`src/rtl/uart_rx_fifo.sv`:
```
// uart_rx_fifo: receive-side buffer behind the UART core.
// A small capture FSM moves each {parity_error, rx_data} into a circular
// FIFO and holds rx_flag_clr until the core drops rx_flag. The consumer
// side is a first-word-fall-through valid/ready port.
module uart_rx_fifo #(
  parameter int DATA_WIDTH = 8,
  parameter int DEPTH      = 8,
  parameter int ADDR_WIDTH = $clog2(DEPTH)
) (
  input  logic                  clk,
  input  logic                  n_rst,
  input  logic                  rx_flag,
  input  logic [DATA_WIDTH-1:0] rx_data,
  input  logic                  parity_error,
  output logic                  rx_flag_clr,
  output logic [DATA_WIDTH-1:0] rd_data,
  output logic                  rd_perr,
  output logic                  rd_valid,
  input  logic                  rd_ready,
  output logic [ADDR_WIDTH:0]   count,
  output logic                  overflow,
  input  logic                  ovf_clr
);

  localparam logic [0:0] IDLE = 1'b0;
  localparam logic [0:0] CLR  = 1'b1;

  localparam logic [ADDR_WIDTH:0] FULL_COUNT = (ADDR_WIDTH + 1)'(DEPTH);

  logic [0:0]            state;
  logic [DATA_WIDTH:0]   mem [DEPTH];
  logic [ADDR_WIDTH-1:0] wr_ptr;
  logic [ADDR_WIDTH-1:0] rd_ptr;

  logic push_req;
  logic pop;
  logic full;
  logic push;
  logic drop;

  // Push/pop qualification; a pop on the same edge frees the slot for a push when full
  always_comb begin
    push_req = (state == IDLE) && rx_flag;
    pop      = rd_valid && rd_ready;
    full     = (count == FULL_COUNT);
    push     = push_req && (!full || pop);
    drop     = push_req && full && !pop;
  end

  // Capture FSM: one capture per flag assertion, clear held until flag drops
  always_ff @(posedge clk or negedge n_rst) begin
    if (!n_rst) begin
      state <= IDLE;
    end else begin
      case (state)
        IDLE:    if (rx_flag) state <= CLR;
        CLR:     if (!rx_flag) state <= IDLE;
        default: state <= IDLE;
      endcase
    end
  end

  assign rx_flag_clr = (state == CLR);

  // FIFO storage, intentionally not reset
  always_ff @(posedge clk) begin
    if (push) begin
      mem[wr_ptr] <= {parity_error, rx_data};
    end
  end

  // Pointers and occupancy count
  always_ff @(posedge clk or negedge n_rst) begin
    if (!n_rst) begin
      wr_ptr <= '0;
      rd_ptr <= '0;
      count  <= '0;
    end else begin
      if (push) wr_ptr <= wr_ptr + ADDR_WIDTH'(1);
      if (pop)  rd_ptr <= rd_ptr + ADDR_WIDTH'(1);
      if (push && !pop) begin
        count <= count + (ADDR_WIDTH + 1)'(1);
      end else if (pop && !push) begin
        count <= count - (ADDR_WIDTH + 1)'(1);
      end
    end
  end

  // Sticky overflow; a drop on the same edge as a clear wins
  always_ff @(posedge clk or negedge n_rst) begin
    if (!n_rst) begin
      overflow <= 1'b0;
    end else if (drop) begin
      overflow <= 1'b1;
    end else if (ovf_clr) begin
      overflow <= 1'b0;
    end
  end

  assign rd_valid = (count != '0);

  // Head entry presented from registered state only, zero when empty
  always_comb begin
    rd_data = '0;
    rd_perr = 1'b0;
    if (rd_valid) begin
      {rd_perr, rd_data} = mem[rd_ptr];
    end
  end

endmodule

```
`config.mk`:
```
export PLATFORM = sky130hd
export DESIGN_NAME = uart_rx_fifo
export DESIGN_NICKNAME = d
export VERILOG_FILES = /design/src/rtl/uart_rx_fifo.sv
export SDC_FILE = /design/constraint.sdc
export NUM_CORES = 1
export LEC_CHECK = 0
export ABC_CLOCK_PERIOD_IN_PS = 6770
export CAP_MARGIN = 20
export CORE_MARGIN = 5
export CORE_UTILIZATION = 42
export CTS_CLUSTER_SIZE = 25
export DETAILED_ROUTE_END_ITERATION = 10
export GPL_ROUTABILITY_DRIVEN = 0
export HOLD_SLACK_MARGIN = 0.1
export SLEW_MARGIN = 20
export SYNTH_ARGS = -nofsm -noshare
export SYNTH_HDL_FRONTEND = slang
export SYNTH_SLANG_ARGS = --single-unit
```
`constraint.sdc`:
```
create_clock -name clk -period 6.77 [get_ports clk]
set_input_delay 1.354 -clock clk [delete_from_list [all_inputs] [get_ports clk]]
set_output_delay 1.354 -clock clk [all_outputs]
set_load 0.1 [all_outputs]
```
# [After elaboration in Yosys (flattened, before gate mapping)]
# Memory sizes are Yosys's and may differ from the RTL's.
# Cells that the tools add are included.
[classes] add_sub_neg=4 n_eq_ne=1 mux=9 bitwise=1 reduce_logical=14
[op_table] cell="$mux W4" count=2
[op_table] cell="$mux W8" count=1
[op_table] cell="$logic_and A1 B1 Y1" count=7
[op_table] cell="$add A3 B1 Y3 const B" count=2
[op_table] cell="$mux W1" count=6
[op_table] cell="$add A4 B1 Y4 const B" count=1
[op_table] cell="$eq A4 B4 Y1 const B" count=1
[op_table] cell="$reduce_bool A2 Y1" count=2
[op_table] cell="$reduce_bool A4 Y1" count=1
[op_table] cell="$sub A4 B1 Y4 const B" count=1
[op_table] cell="$logic_not A1 Y1" count=3
[op_table] cell="$logic_or A1 B1 Y1" count=1
[op_table] cell="$not A1 Y1" count=1
[totals] reg_bits=12 mem_bits_rw=72 memories=1
[memory_table] memory="mem" words=8 word_bits=9 rd=1 rd_ports_with_merged_regs=0 wr=1 line="31" text="logic [DATA_WIDTH:0] mem [DEPTH];"

# [Logic depth before layout (Yosys ltp)]
[depth] ltp_word=8 mapped_depth=9

# [Worst setup path after synthesis]
# OpenSTA, ideal clock, no wires.
[synth_path] kind="register -> output" start="register count[0]" end="output port rd_data[6]" t_arrival_ps=2804 required_ps=5416 slack_ps=2612 path_stages_with_launch=6 path_buffers=2 path_cell_list="dfrtp_1 > or4_1 > buf_2 > nor2b_4 > buf_6 > a22o_1"
[synth_between] elab_chain_len=2
[synth_lines] item="start: declaration" line="20" text="output logic [ADDR_WIDTH:0] count,"
[synth_lines] item="start signal: assignment" line="82" text="count <= count + (ADDR_WIDTH + 1)'(1);"
[synth_lines] item="start signal: assignment" line="84" text="count <= count - (ADDR_WIDTH + 1)'(1);"
[synth_lines] item="$reduce_bool A4 Y1" line="100" text="assign rd_valid = (count != '0);"
[synth_lines] item="net rd_valid" line="18" text="output logic rd_valid,"
[synth_lines] item="$mux W8" line="106" text="if (rd_valid) begin"
[synth_lines] item="end: declaration" line="16" text="output logic [DATA_WIDTH-1:0] rd_data,"
# The timed path passes the listed nets, and every way through them passes these cells.

# [Worst setup path after layout]
[layout_path] start="register rd_ptr[0]" end="output port rd_data[4]"
[layout_between] elab_chain_len=2
[layout_lines] item="start: declaration" line="33" text="logic [ADDR_WIDTH-1:0] rd_ptr;"
[layout_lines] item="start signal: assignment" line="80" text="if (pop) rd_ptr <= rd_ptr + ADDR_WIDTH'(1);"
[layout_lines] item="$mem_v2 Z8 W9"
[layout_lines] item="$mux W8" line="106"
# Every way passes these cells.

==> flow_summary.yaml <==
detailed_routing:
  firstDrtPassIters: 4
  wl_per_cell_um: 21.1
  antenna_left: 0
  post_drt_via_cell_ratio: 5.51
  drt-total-wl_um: 6750
  drc: 0
  vias: 1764
  drtIter0Drc: 78
cts:
  cts_tree: "built"
  clkSlewWorstSetupHoldPaths_ps: 80
  ctsHoldBuffers: 0
  clockRootBuffer: "clkbuf_8"
  cts_resized: 0
  cts_made_buffers: 9
  clockBufferDepth: 2
  cts_sinks: 84
  clk_latency_ps: 340
  post-cts-setup-buffer-count: 0
  h-tree-depth: 3
global_route:
  grt_pass1_vias: 1935
  grt_pass1_wl_um: 10700
  grt_max_degree: 21
  grt_overflow: 0
  track_usage: 0.146
  grt_antenna_before_repair: 0
floorplan:
  rows: 33
  fp.dieW_um: 100
  ioPinCount: 30
  core_area_um2: 8090
  die_h_um: 100
  die-area_um2: 10100
  start_util: 0.423
cells_and_area:
  fin_nets: 230
  fin_cells: 320
  fin_util: 0.497
  final_area_um2: 4020
  n_antenna_cell: 0
  drive_above_1_share: 0.205
  area_growth_pct: 17.4
logic_synthesis:
  avgSynthCellArea_um2: 19.4
  synth_area_um2: 3420
  synth_cell_types: 32
  syn_inst: 176
  yosysWarningCount: 0
  seq_area_frac_synth: 0.720
  synth.net_count: 196
  ys_seq_elements: 84
timing:
  setup_viol: 0
  fin_tns_setup_ps: 0
  finalClockSkew_ps: 8.11
  period_minus_slack_ps: 4480
  worstMarginPinSlew_ps: 1090
  finalMaxSlewViolations: 0
  fin_crit_sh: 0.661
  slew_headroom: 0.269
  rsz0062_at_grt: "no"
  fmax_mhz: 223
  hold_violations: 0
setup_path:
  cp-end-kind: "output port"
  worstSetupStartpointType: "flip-flop"
  crit_type: "flip-flop to output port"
  timing.rr.end: "count[3]"
  reg2reg_slack_ps: 3720
  rr_worst_depth: 9
  critical_path_required_ps: 5420
  cp_max_fo: 12
  r2r-start: "count[0]"
  cp.arrival_ps: 3120
placement:
  io_buffers: 29
  hpwl_um: 4290
  place_area_um2: 3830
  dpl.cell_count: 304
hold_path:
  whs_path_depth: 1
  hold_end: "overflow"
  hp-class: "flip-flop to flip-flop"
  min_from: "overflow"
run_status:
  status: "complete, no violations"
flow_run:
  max_cap_viol_count: 0
layout by cell type (no fill, tap or decap), types with 5 or more instances in the layout:
cell and count:
ha_1 5, clkbuf_8 9, clkdlybuf4s50_1 29, xnor2_1 6, edfxtp_1 72, a22o_1 10
mux4_2 18, dfrtp_1 12
cell families after synthesis:
group | Yosys count | synth area share
multiplexers | 22 | 0.131
AO/OA/AOI/OAI | 19 | 0.0446
XOR/XNOR | 6 | 0.0154
adder cells (fa/ha/maj) | 6 | 0.0241
AND/OR/NAND/NOR | 28 | 0.0464
buffers and inverters | 11 | 0.0186
flip-flops | 84 | 0.720
layout make-up:
class                   count  area [µm²]
clock inverters             6        65.1
flip-flops and latches     84        2460
inverters                   3        11.3
repair buffers             31         305
fillers                   695        4070
multi-input cells          81         916
well taps                 105         131
clock buffers              10         128
layer usage:
layer / routed length [µm] / GRT usage / vias to the layer above
li1: - / - / 790
met1: 3030 / 0.193 / 923
met2: 3350 / 0.232 / 39
met3: 226 / 0.0341 / 12
met4: 142 / 0.0611 / 0
met5: 0 / 0 / -
synthesized netlist by cell type, drive strengths merged:
cell type | n | area, µm²
fa | 1 | 20.0
mux4 | 18 | 405
dfrtp | 12 | 300
and2 | 1 | 8.76
o21ai | 2 | 13.8
nand3b | 1 | 7.51
inv | 3 | 11.3
a22o | 10 | 87.6
or4 | 2 | 15.0
edfxtp | 72 | 2160
nand2 | 4 | 15.0
o211ai | 4 | 30.0
a21oi | 2 | 10.0
nand3 | 3 | 15.0
ha | 5 | 62.6
buf | 5 | 40.0
nor2 | 4 | 15.0
nor2b | 2 | 20.0
mux2i | 1 | 10.0
a2111o | 1 | 11.3
nor3 | 5 | 25.0
nor4 | 1 | 6.26
clkbuf | 3 | 12.5
or3 | 2 | 12.5
xnor2 | 6 | 52.6
mux2 | 3 | 33.8
nand2b | 3 | 18.8
worst max-delay path: stages, from the launching register on:
cell             delay (ps)
dfrtp_1                 660
buf_4                   360
mux4_2                  550
a22o_1                  250
clkdlybuf4s50_1         960
how the worst max path moves through the flow:
stage	start	to	depth (start not counted)
final	rd_ptr[0]	rd_data[4]	4
after CTS	rd_ptr[0]	rd_data[4]	4
after detailed placement	rd_ptr[0]	rd_data[1]	4
after global routing	rd_ptr[0]	rd_data[1]	4
after floorplan	count[0]	rd_data[6]	5
after global placement	rd_ptr[0]	rd_data[4]	4
per-stage QoR:
step                hold WS [ps]  worst slack, ps
floorplan                    518             2610
global placement             496             2660
detailed placement           505             2610
CTS                          532             2210
global route                 542             2100
finish                       528             2290
registers in the layout, summed over array words and instances (netlist names):
signal / count
count: 4
mem: 72
overflow: 1
rd_ptr: 3
rx_flag_clr: 1
wr_ptr: 3
Power is not shown: default switching activity piles up to over one toggle a cycle in this logic, so the estimate is an artifact.
